==> config.mk <==
export PLATFORM = sky130hd
export DESIGN_NAME = fpu_req_shell_flat
export DESIGN_NICKNAME = d
export VERILOG_FILES = /design/src/rtl/fpu_req_shell_if.sv /design/src/rtl/fpu_req_shell.sv /design/src/flat_wrapper.sv
export SDC_FILE = /design/constraint.sdc
export NUM_CORES = 1
export LEC_CHECK = 0
export CORE_ASPECT_RATIO = 1.75
export CORE_MARGIN = 2
export CORE_UTILIZATION = 55
export CTS_CLUSTER_DIAMETER = 30
export DETAILED_ROUTE_END_ITERATION = 10
export PLACE_DENSITY = 0.91
export SKIP_CTS_REPAIR_TIMING = 1
export SLEW_MARGIN = 20
export SYNTH_ARGS = -nofsm -noshare
export SYNTH_HDL_FRONTEND = slang
export SYNTH_SLANG_ARGS = --single-unit
==> constraint.sdc <==
create_clock -name clk -period 8.1 [get_ports clk]
set_input_delay 0.81 -clock clk [delete_from_list [all_inputs] [get_ports clk]]
set_output_delay 0.81 -clock clk [all_outputs]
set_load 0.02 [all_outputs]
==> src/rtl/fpu_req_shell_if.sv <==
// Request, core-side and response signal bundle for fpu_req_shell.
// The shell uses the slave view; whatever drives requests and hosts the core uses master.
interface fpu_req_shell_if #(
  parameter int WIDTH = 64,
  parameter int TAG_W = 4
);
  logic             in_valid;
  logic             in_ready;
  logic [2:0]       in_op;
  logic [1:0]       in_rmode;
  logic [WIDTH-1:0] in_opa;
  logic [WIDTH-1:0] in_opb;
  logic [TAG_W-1:0] in_tag;

  logic [2:0]       core_op;
  logic [1:0]       core_rmode;
  logic [WIDTH-1:0] core_opa;
  logic [WIDTH-1:0] core_opb;
  logic [WIDTH-1:0] core_out;
  logic [7:0]       core_flags;

  logic             out_valid;
  logic             out_ready;
  logic [WIDTH-1:0] out_result;
  logic [7:0]       out_flags;
  logic [TAG_W-1:0] out_tag;
  logic [7:0]       sticky_flags;
  logic             clr_sticky;

  modport slave (
    input  in_valid, in_op, in_rmode, in_opa, in_opb, in_tag,
    output in_ready,
    output core_op, core_rmode, core_opa, core_opb,
    input  core_out, core_flags,
    output out_valid, out_result, out_flags, out_tag, sticky_flags,
    input  out_ready, clr_sticky
  );

  modport master (
    output in_valid, in_op, in_rmode, in_opa, in_opb, in_tag,
    input  in_ready,
    input  core_op, core_rmode, core_opa, core_opb,
    output core_out, core_flags,
    input  out_valid, out_result, out_flags, out_tag, sticky_flags,
    output out_ready, clr_sticky
  );
endinterface

==> src/rtl/fpu_req_shell.sv <==
// Request/response shell around a fixed-latency pipelined FPU core: issue register,
// in-flight tag pipe, result FIFO with credit-style backpressure, illegal-op bypass, sticky flags.
module fpu_req_shell #(
  parameter int WIDTH   = 64,
  parameter int LATENCY = 4,
  parameter int DEPTH   = 4,
  parameter int TAG_W   = 4
) (
  input  logic           clk,
  input  logic           rst,
  fpu_req_shell_if.slave bus
);
  localparam int PW  = $clog2(DEPTH);
  localparam int CW  = $clog2(DEPTH + 1);
  localparam int PCW = CW + 1;
  localparam logic [63:0] QNAN_FULL = (WIDTH == 64) ? 64'h7FF8_0000_0000_0000 :
                                      (WIDTH == 32) ? 64'h0000_0000_7FC0_0000 :
                                                      64'h0000_0000_0000_7E00;
  localparam logic [WIDTH-1:0] QNAN       = QNAN_FULL[WIDTH-1:0];
  localparam logic [7:0]       QNAN_FLAGS = 8'h40;
  localparam logic [2:0]       OP_ILLEGAL = 3'd7;

  logic             accept_s;
  logic             wr_s;
  logic             pop_s;
  logic             in_ready_s;
  logic [PCW-1:0]   pending_s;
  logic [WIDTH-1:0] wr_res_s;
  logic [7:0]       wr_flg_s;

  logic [CW-1:0]    inflight_q, inflight_d;
  logic [CW-1:0]    count_q, count_d;
  logic [7:0]       sticky_q, sticky_d;
  logic [PW-1:0]    wr_ptr_q, rd_ptr_q;

  logic [LATENCY-1:0] pv_q;
  logic [LATENCY-1:0] pb_q;
  logic [TAG_W-1:0]   ptag_q [LATENCY];

  logic [WIDTH-1:0] mem_res_q [DEPTH];
  logic [7:0]       mem_flg_q [DEPTH];
  logic [TAG_W-1:0] mem_tag_q [DEPTH];

  logic [2:0]       core_op_q;
  logic [1:0]       core_rmode_q;
  logic [WIDTH-1:0] core_opa_q, core_opb_q;

  // Counting in-flight ops against FIFO space guarantees every issued op a slot.
  always_comb begin
    pending_s = PCW'(inflight_q) + PCW'(count_q);
    if (!rst && (pending_s < PCW'(DEPTH))) begin
      in_ready_s = 1'b1;
    end else begin
      in_ready_s = 1'b0;
    end
  end

  assign accept_s = bus.in_valid && in_ready_s;
  assign wr_s     = pv_q[LATENCY-1];
  assign pop_s    = (count_q != CW'(0)) && bus.out_ready;

  always_comb begin
    if (pb_q[LATENCY-1]) begin
      wr_res_s = QNAN;
      wr_flg_s = QNAN_FLAGS;
    end else begin
      wr_res_s = bus.core_out;
      wr_flg_s = bus.core_flags;
    end
  end

  always_comb begin
    case ({accept_s, wr_s})
      2'b10:   inflight_d = inflight_q + CW'(1);
      2'b01:   inflight_d = inflight_q - CW'(1);
      default: inflight_d = inflight_q;
    endcase
    case ({wr_s, pop_s})
      2'b10:   count_d = count_q + CW'(1);
      2'b01:   count_d = count_q - CW'(1);
      default: count_d = count_q;
    endcase
  end

  // A clear that coincides with a pop keeps only the flags being popped.
  always_comb begin
    if (pop_s) begin
      if (bus.clr_sticky) begin
        sticky_d = mem_flg_q[rd_ptr_q];
      end else begin
        sticky_d = sticky_q | mem_flg_q[rd_ptr_q];
      end
    end else if (bus.clr_sticky) begin
      sticky_d = 8'h00;
    end else begin
      sticky_d = sticky_q;
    end
  end

  always_ff @(posedge clk) begin
    if (rst) begin
      inflight_q   <= CW'(0);
      count_q      <= CW'(0);
      sticky_q     <= 8'h00;
      wr_ptr_q     <= PW'(0);
      rd_ptr_q     <= PW'(0);
      core_op_q    <= 3'd0;
      core_rmode_q <= 2'd0;
      core_opa_q   <= {WIDTH{1'b0}};
      core_opb_q   <= {WIDTH{1'b0}};
    end else begin
      inflight_q <= inflight_d;
      count_q    <= count_d;
      sticky_q   <= sticky_d;
      if (wr_s) begin
        wr_ptr_q <= wr_ptr_q + PW'(1);
      end
      if (pop_s) begin
        rd_ptr_q <= rd_ptr_q + PW'(1);
      end
      if (accept_s) begin
        core_op_q    <= bus.in_op;
        core_rmode_q <= bus.in_rmode;
        core_opa_q   <= bus.in_opa;
        core_opb_q   <= bus.in_opb;
      end
    end
  end

  // Tag pipe mirrors the core depth; clearing it on reset drops anything still in the core.
  always_ff @(posedge clk) begin
    if (rst) begin
      pv_q <= {LATENCY{1'b0}};
      pb_q <= {LATENCY{1'b0}};
      for (int k = 0; k < LATENCY; k++) begin
        ptag_q[k] <= {TAG_W{1'b0}};
      end
    end else begin
      pv_q[0]   <= accept_s;
      pb_q[0]   <= accept_s && (bus.in_op == OP_ILLEGAL);
      ptag_q[0] <= accept_s ? bus.in_tag : {TAG_W{1'b0}};
      for (int k = 1; k < LATENCY; k++) begin
        pv_q[k]   <= pv_q[k-1];
        pb_q[k]   <= pb_q[k-1];
        ptag_q[k] <= ptag_q[k-1];
      end
    end
  end

  always_ff @(posedge clk) begin
    if (rst) begin
      for (int k = 0; k < DEPTH; k++) begin
        mem_res_q[k] <= {WIDTH{1'b0}};
        mem_flg_q[k] <= 8'h00;
        mem_tag_q[k] <= {TAG_W{1'b0}};
      end
    end else if (wr_s) begin
      mem_res_q[wr_ptr_q] <= wr_res_s;
      mem_flg_q[wr_ptr_q] <= wr_flg_s;
      mem_tag_q[wr_ptr_q] <= ptag_q[LATENCY-1];
    end
  end

  assign bus.in_ready     = in_ready_s;
  assign bus.core_op      = core_op_q;
  assign bus.core_rmode   = core_rmode_q;
  assign bus.core_opa     = core_opa_q;
  assign bus.core_opb     = core_opb_q;
  assign bus.out_valid    = (count_q != CW'(0));
  assign bus.out_result   = mem_res_q[rd_ptr_q];
  assign bus.out_flags    = mem_flg_q[rd_ptr_q];
  assign bus.out_tag      = mem_tag_q[rd_ptr_q];
  assign bus.sticky_flags = sticky_q;
endmodule

==> src/flat_wrapper.sv <==
// flat-port wrapper written by rule: the top's interface ports become plain ports
module fpu_req_shell_flat 
#(
  parameter int WIDTH   = 64,
  parameter int LATENCY = 4,
  parameter int DEPTH   = 4,
  parameter int TAG_W   = 4
)
  (clk, rst, bus_in_valid, bus_in_op, bus_in_rmode, bus_in_opa, bus_in_opb, bus_in_tag, bus_in_ready, bus_core_op, bus_core_rmode, bus_core_opa, bus_core_opb, bus_core_out, bus_core_flags, bus_out_valid, bus_out_result, bus_out_flags, bus_out_tag, bus_sticky_flags, bus_out_ready, bus_clr_sticky);
  fpu_req_shell_if #(.WIDTH(WIDTH), .TAG_W(TAG_W)) bus_i ();
  input  logic clk;
  input  logic rst;
  input wire logic [$bits(bus_i.in_valid)-1:0] bus_in_valid;
  input wire logic [$bits(bus_i.in_op)-1:0] bus_in_op;
  input wire logic [$bits(bus_i.in_rmode)-1:0] bus_in_rmode;
  input wire logic [$bits(bus_i.in_opa)-1:0] bus_in_opa;
  input wire logic [$bits(bus_i.in_opb)-1:0] bus_in_opb;
  input wire logic [$bits(bus_i.in_tag)-1:0] bus_in_tag;
  output wire logic [$bits(bus_i.in_ready)-1:0] bus_in_ready;
  output wire logic [$bits(bus_i.core_op)-1:0] bus_core_op;
  output wire logic [$bits(bus_i.core_rmode)-1:0] bus_core_rmode;
  output wire logic [$bits(bus_i.core_opa)-1:0] bus_core_opa;
  output wire logic [$bits(bus_i.core_opb)-1:0] bus_core_opb;
  input wire logic [$bits(bus_i.core_out)-1:0] bus_core_out;
  input wire logic [$bits(bus_i.core_flags)-1:0] bus_core_flags;
  output wire logic [$bits(bus_i.out_valid)-1:0] bus_out_valid;
  output wire logic [$bits(bus_i.out_result)-1:0] bus_out_result;
  output wire logic [$bits(bus_i.out_flags)-1:0] bus_out_flags;
  output wire logic [$bits(bus_i.out_tag)-1:0] bus_out_tag;
  output wire logic [$bits(bus_i.sticky_flags)-1:0] bus_sticky_flags;
  input wire logic [$bits(bus_i.out_ready)-1:0] bus_out_ready;
  input wire logic [$bits(bus_i.clr_sticky)-1:0] bus_clr_sticky;
  assign bus_i.in_valid = bus_in_valid;
  assign bus_i.in_op = bus_in_op;
  assign bus_i.in_rmode = bus_in_rmode;
  assign bus_i.in_opa = bus_in_opa;
  assign bus_i.in_opb = bus_in_opb;
  assign bus_i.in_tag = bus_in_tag;
  assign bus_in_ready = bus_i.in_ready;
  assign bus_core_op = bus_i.core_op;
  assign bus_core_rmode = bus_i.core_rmode;
  assign bus_core_opa = bus_i.core_opa;
  assign bus_core_opb = bus_i.core_opb;
  assign bus_i.core_out = bus_core_out;
  assign bus_i.core_flags = bus_core_flags;
  assign bus_out_valid = bus_i.out_valid;
  assign bus_out_result = bus_i.out_result;
  assign bus_out_flags = bus_i.out_flags;
  assign bus_out_tag = bus_i.out_tag;
  assign bus_sticky_flags = bus_i.sticky_flags;
  assign bus_i.out_ready = bus_out_ready;
  assign bus_i.clr_sticky = bus_clr_sticky;
  fpu_req_shell #(.WIDTH(WIDTH), .LATENCY(LATENCY), .DEPTH(DEPTH), .TAG_W(TAG_W)) u_core (.clk(clk), .rst(rst), .bus(bus_i));
endmodule
==> results of run 1 <==
stage by stage:
step	utilization [%]	power (mW)	std cells	cell area [um2]
2_1_floorplan	-	3.14	1342	19900
3_3_place_gp	68.4	3.47	2154	24500
3_5_place_dp	68.4	3.49	2154	24500
4_1_cts	73.3	5.86	2248	26200
5_1_grt	73.4	5.98	2252	26300
6_report	73.4	5.82	2254	26300
area by class of cell:
type	instances	area (um2)
timing repair buffer	445	4430
inverter	10	42.5
clock inverter	32	329
tap	470	588
antenna	6	15.0
sequential	481	12700
clock buffer	62	1420
multi-input combinational	748	6770
fill	2096	9530
state kept, by name, summed over array words and instances, names as in the netlist, 4 cells and up, named ones only:
| signal | cells |
|---|---|
| u_core.ptag_q | 16 |
| u_core.mem_tag_q | 16 |
| u_core.pv_q | 4 |
| u_core.bus.core_opa | 64 |
| u_core.mem_flg_q | 32 |
| u_core.bus.core_opb | 64 |
| u_core.bus.sticky_flags | 8 |
| u_core.pb_q | 4 |
| u_core.mem_res_q | 256 |
cells by family after synthesis:
| group | after synthesis | share of synthesized area, % |
|---|---|---|
| multiplexers | 209 | 17.2 |
| adder cells (fa/ha/maj) | 6 | 0.453 |
| AND/OR/NAND/NOR | 508 | 15.1 |
| flip-flops | 481 | 63.7 |
| AO/OA/AOI/OAI | 17 | 0.629 |
| buffers and inverters | 113 | 2.55 |
| XOR/XNOR | 8 | 0.352 |
routing by layer:
layer / up-vias / GRT usage (%)
li1: 5679 / -
met1: 6244 / 29.2
met2: 679 / 47.3
met3: 130 / 6.26
met4: 4 / 11.6
met5: - / 0
report_power, final:
group / total [mW] / switching, mW / internal, mW / leakage [nW]
combinational: 0.671 / 0.306 / 0.365 / 5.00
sequential: 2.77 / 0.0585 / 2.72 / 4.60
clock: 2.37 / 0.980 / 1.39 / 0.879
total: 5.82 / 1.34 / 4.47 / 10.5
critical path, delay by kind of cell (launching register included):
family,cells,cell delay [ns]
DFF,1,0.83
muxes,1,0.64
buffers and inverters,2,1.34
layout by cell type, fill, tap and decap left out, drive strengths merged:
cell           count
mux4              76
xor2               7
o31ai              1
nand3              1
ha                 4
edfxtp           304
nor3b              1
bufinv             4
clkbuf            62
a22o               8
nand2b             7
a31o               1
xnor2              1
buf               14
mux2i              2
diode              6
o21ai              2
clkinv            14
a21oi              4
and3             178
nand2              2
mux2             131
nor2              79
clkdlybuf4s50    431
nand3b             1
fa                 2
nor4               2
o311ai             1
or3                5
inv               24
and2              80
nor2b            150
dfxtp            177
nor3               2
worst max-delay path by stage:
stage	slack [ns]	end	cells past startpoint
final	3.85	bus_out_flags[2]	3
after global routing	3.60	bus_out_flags[4]	3
after CTS	3.72	bus_out_flags[2]	3
after detailed placement	4.18	u_core.bus.core_opb[49]	6
after global placement	4.26	u_core.bus.core_opb[54]	6
after floorplan	4.42	u_core.mem_flg_q[0][0]	4
==> run metrics, run 1 <==
CP max-delay cell=dfxtp_4; hold_sp=u_core.ptag_q[2][1]; Synth Cell Area=19900 um2; Pwr Density=222 nW/um2; RR Startpoint=u_core.pv_q[3]; worst rel slew slack=23.5%; final net count=1958; pre-CTS WS=4.18 ns; post-synthesis sequential area ratio=63.7%; Area growth, synth to finish=32.1%; worst setup path class=flip-flop to primary output; Initial Util=55.6%; Vias per Instance=5.65; drc violations=0; Routed Antenna Nets=0; M1 wire length=17000 um; drt first pass iters=4; FFs w/ async S/R, synth=0%; metal3 WL=4460 um; Yosys reg bits=481; first-pass GRT wire length=76300 um; Worst R2R Path Depth=4; GRT Overall Usage=26.3%; max layer used=met5; row count=92; routability cong.=0.799; final wirelength=50700 um; setup ws final=3.85 ns; total clock buffers created by CTS=52; Final Max Tran Viols=0; final setup vio count=0; setup tns final=0 ns; fin crit share=52.5%; DIE AREA=37800 um2; CORE AREA=35800 um2; initial antenna violation count=8; I/O pins=433; Hold WS=0.414 ns; CP Capture Type=primary output; Synth cell types=35; IR Drop Worst-Case VDD=0.200 mV; CP arrival=3.44 ns; Tightest Pin Transition=1.15 ns; I/O Buffers=432; largest net degree at the start of global routing=160; r2r endpoint=u_core.mem_res_q[2][60]; CTS tree=done; RSZ-0062 raised after global routing=false; CTS root buffer=clkbuf_16; share of layout cells above drive strength 1=17.7%; remaining global-route overflow=0; fin crit period=4.25 ns; critical-path cell list=buf_4 > mux4_2 > clkdlybuf4s50_1; clock skew=0.0244 ns; Synth top area share=45.9%; Final Hold Viols=0; CP Max Fanout=41; LEAKAGE=10.5 nW; sink of the worst hold path=u_core.ptag_q[3][1]; ranking of synthesized cells by area=edfxtp_1 46%, dfxtp_1 18%, mux4_2 8.6%; fmax=235 MHz; r2r setup slk=4.93 ns; worst path required time=7.29 ns; status=finished, final reports clean; Worst Setup Start Kind=flip-flop; Yosys top cell by area=edfxtp_1; vias in the first global route=13.6k; WL met2=27000 um; HPWL after DPL=31700 um; Main synth FF type=edfxtp_1; EDFF count, synth=304; worst-skew pair later-pin latency=0.58 ns; CP max stage delay=0.83 ns; Mean Syn Cell Area=14.8 um2; Clock Pin Slew Worst Setup and Hold Paths=0.07 ns; Die Y=256 um; most frequent cell after synthesis=edfxtp_1; HP Class=flip-flop to flip-flop; CTS sink count=481; Mapped Nets=1562; Hold Path Depth=1; Max H-tree Level=2; Post-synth top cells=304 x edfxtp_1, 178 x and3_1, 177 x dfxtp_1; drt wl/cell=22.5 um; Max-cap violations=0; First DRT Iteration DRCs=743; Die Width=148 um; via count=12.7k; Mapped Cells=1342; Max clock buf depth=3; Ys Warns=0
Note: power is estimated with default switching activity, not from simulation.
==> run 2, diff against run 1 <==
--- a/config.mk
+++ b/config.mk
@@ -7,10 +7,10 @@
 export LEC_CHECK = 0
 export CORE_ASPECT_RATIO = 1.75
 export CORE_MARGIN = 2
-export CORE_UTILIZATION = 55
+export CORE_UTILIZATION = 51
 export CTS_CLUSTER_DIAMETER = 30
 export DETAILED_ROUTE_END_ITERATION = 10
-export PLACE_DENSITY = 0.91
+export PLACE_DENSITY = 0.85
 export SKIP_CTS_REPAIR_TIMING = 1
 export SLEW_MARGIN = 20
 export SYNTH_ARGS = -nofsm -noshare
==> constraint.sdc (replaced) <==
create_clock -name clk -period 3.95 [get_ports clk]
set_input_delay 0.395 -clock clk [delete_from_list [all_inputs] [get_ports clk]]
set_output_delay 0.395 -clock clk [all_outputs]
set_load 0.02 [all_outputs]
==> run metrics, run 2 (synthesized netlist as in run 1, its figures left out) <==
status=finished, final reports clean; CP Depth=3 (unchanged); largest net degree at the start of global routing=134 (-16%); final wirelength=50300 um (-0.82%); setup tns final=0 ns (unchanged); HPWL after DPL=31900 um (+0.65%); drt first pass iters=5 (+1); Max-cap violations=0 (unchanged); fin crit period=3.05 ns; fin crit share=77.2%; Routed Antenna Nets=0 (unchanged); RSZ-0062 raised after global routing=false; Tightest Pin Transition=0.952 ns (-0.196 ns); Clock Pin Slew Worst Setup and Hold Paths=0.06 ns (about the same); number of flip-flops in the largest register=256 (unchanged); worst-skew pair later-pin latency=0.59 ns (about the same); drt wl/cell=21.9 um (-2.5%); First DRT Iteration DRCs=676 (-9.0%); CP max-delay cell=dfxtp_4; routability cong.=0.788 (-1.5%); total clock buffers created by CTS=56 (+7.7%); Die Width=153 um (+3.7%); Worst R2R Path Depth=4 (unchanged); via count=12.8k (+0.58%); Die Y=265 um (+3.8%); most common cell after layout, fill and taps aside=clkdlybuf4s50_1; CTS root buffer=clkbuf_16; CORE AREA=38400 um2 (+7.2%); I/O pins=433 (unchanged); CTS sink count=481 (unchanged); CTS tree=done; clock skew=0.0309 ns (+0.00649 ns); row count=95 (+3.3%); Initial Util=51.8% (-3.8 points); critical-path cell list=buf_12 > mux4_2 > clkdlybuf4s50_1; Final Max Tran Viols=0 (unchanged); worst rel slew slack=36.3% (+13 points); Pwr Density=469 nW/um2 (+110%); CP arrival=2.66 ns (-0.78 ns); Max clock buf depth=3 (unchanged); Hold Path Depth=2 (+1); worst setup path class=flip-flop to primary output; Vias per Instance=5.59 (-1.1%); GRT Overall Usage=24.3% (-1.9 points); worst path bufs/invs=2 (unchanged); initial antenna violation count=10 (+2); vias in the first global route=14.1k (+3.7%); DIE AREA=40700 um2 (+7.7%); Max H-tree Level=2 (unchanged); Area growth, synth to finish=34.3%; most frequent cells in the layout=431 x clkdlybuf4s50_1, 304 x edfxtp_1, 178 x and3_1, 175 x dfxtp_1, 150 x nor2b_1; HP Class=primary input to flip-flop; Tot Pwr=12.5 mW (+120%); remaining global-route overflow=0 (unchanged); I/O Buffers=432 (unchanged); fmax=328 MHz; drc violations=0 (unchanged); Worst Setup Start Kind=flip-flop; largest reg by FF count=u_core.mem_res_q; CP Capture Type=primary output; CP max stage delay=0.69 ns (-0.14 ns); CP delay by family, top=buffers and inverters; Final Hold Viols=0 (unchanged); final setup vio count=0 (unchanged); IR Drop Worst-Case VDD=0.401 mV (+100%); worst path required time=3.56 ns (-3.73 ns); share of layout cells above drive strength 1=19.1% (+1.5 points); CP Max Fanout=43 (+4.9%); LEAKAGE=10.7 nW (+1.6%); first-pass GRT wire length=77200 um (+1.3%); final net count=1973 (+0.77%)
## run 2: layer usage
metal	track usage, %	vias to the layer above	share of wire (%)
met1	26.4	6271	33
met4	12.5	6	4.4
met2	43.6	684	53
met5	0	-	0.060
met3	6.26	135	9.0
li1	-	5714	-
## run 2: report_power, final
part | switching, mW | total [mW] | internal, mW
Clock | 2.20 | 5.45 | 3.25
Combinational | 0.638 | 1.40 | 0.760
Sequential | 0.106 | 5.67 | 5.57
Total | 2.94 | 12.5 | 9.58
## run 2: worst reg2reg max path, delay by kind of cell, from the launching register on
kind / cells / cell delay (ns)
buf+inv: 1 / 0.35
flops: 1 / 0.54
simple gates: 3 / 1.31
## run 2: final cells by class
| cell class | count | area [um2] |
|---|---|---|
| flip-flops and latches | 481 | 12700 |
| fillers | 2451 | 11700 |
| multi-input cells | 748 | 6770 |
| repair buffers | 456 | 4610 |
| clock buffers | 64 | 1460 |
| well taps | 485 | 607 |
| clock inverters | 41 | 536 |
| inverters | 10 | 42.5 |
| diodes | 7 | 17.5 |
## run 2: final timing paths
check,slack (ns),endpoint,start
max reg2reg,1.43,u_core.mem_res_q[1][61],u_core.wr_ptr_q[0]
min,0.12,u_core.count_q[0],rst
min reg2reg,0.43,u_core.ptag_q[3][1],u_core.ptag_q[2][1]
max,0.90,bus_out_flags[6],flip-flop
## run 2: metrics by stage
stage	std cells	cell area (um2)	setup WS [ns]	hold WS, ns	utilization, %
floorplan	1342	19900	0.677	0.414	-
global placement	2180	24700	1.32	0.418	64.3
detailed placement	2180	24700	1.30	0.424	64.3
CTS	2285	26700	0.830	0.0996	69.5
global route	2292	26700	0.774	0.120	69.6
finish	2292	26700	0.899	0.118	69.6
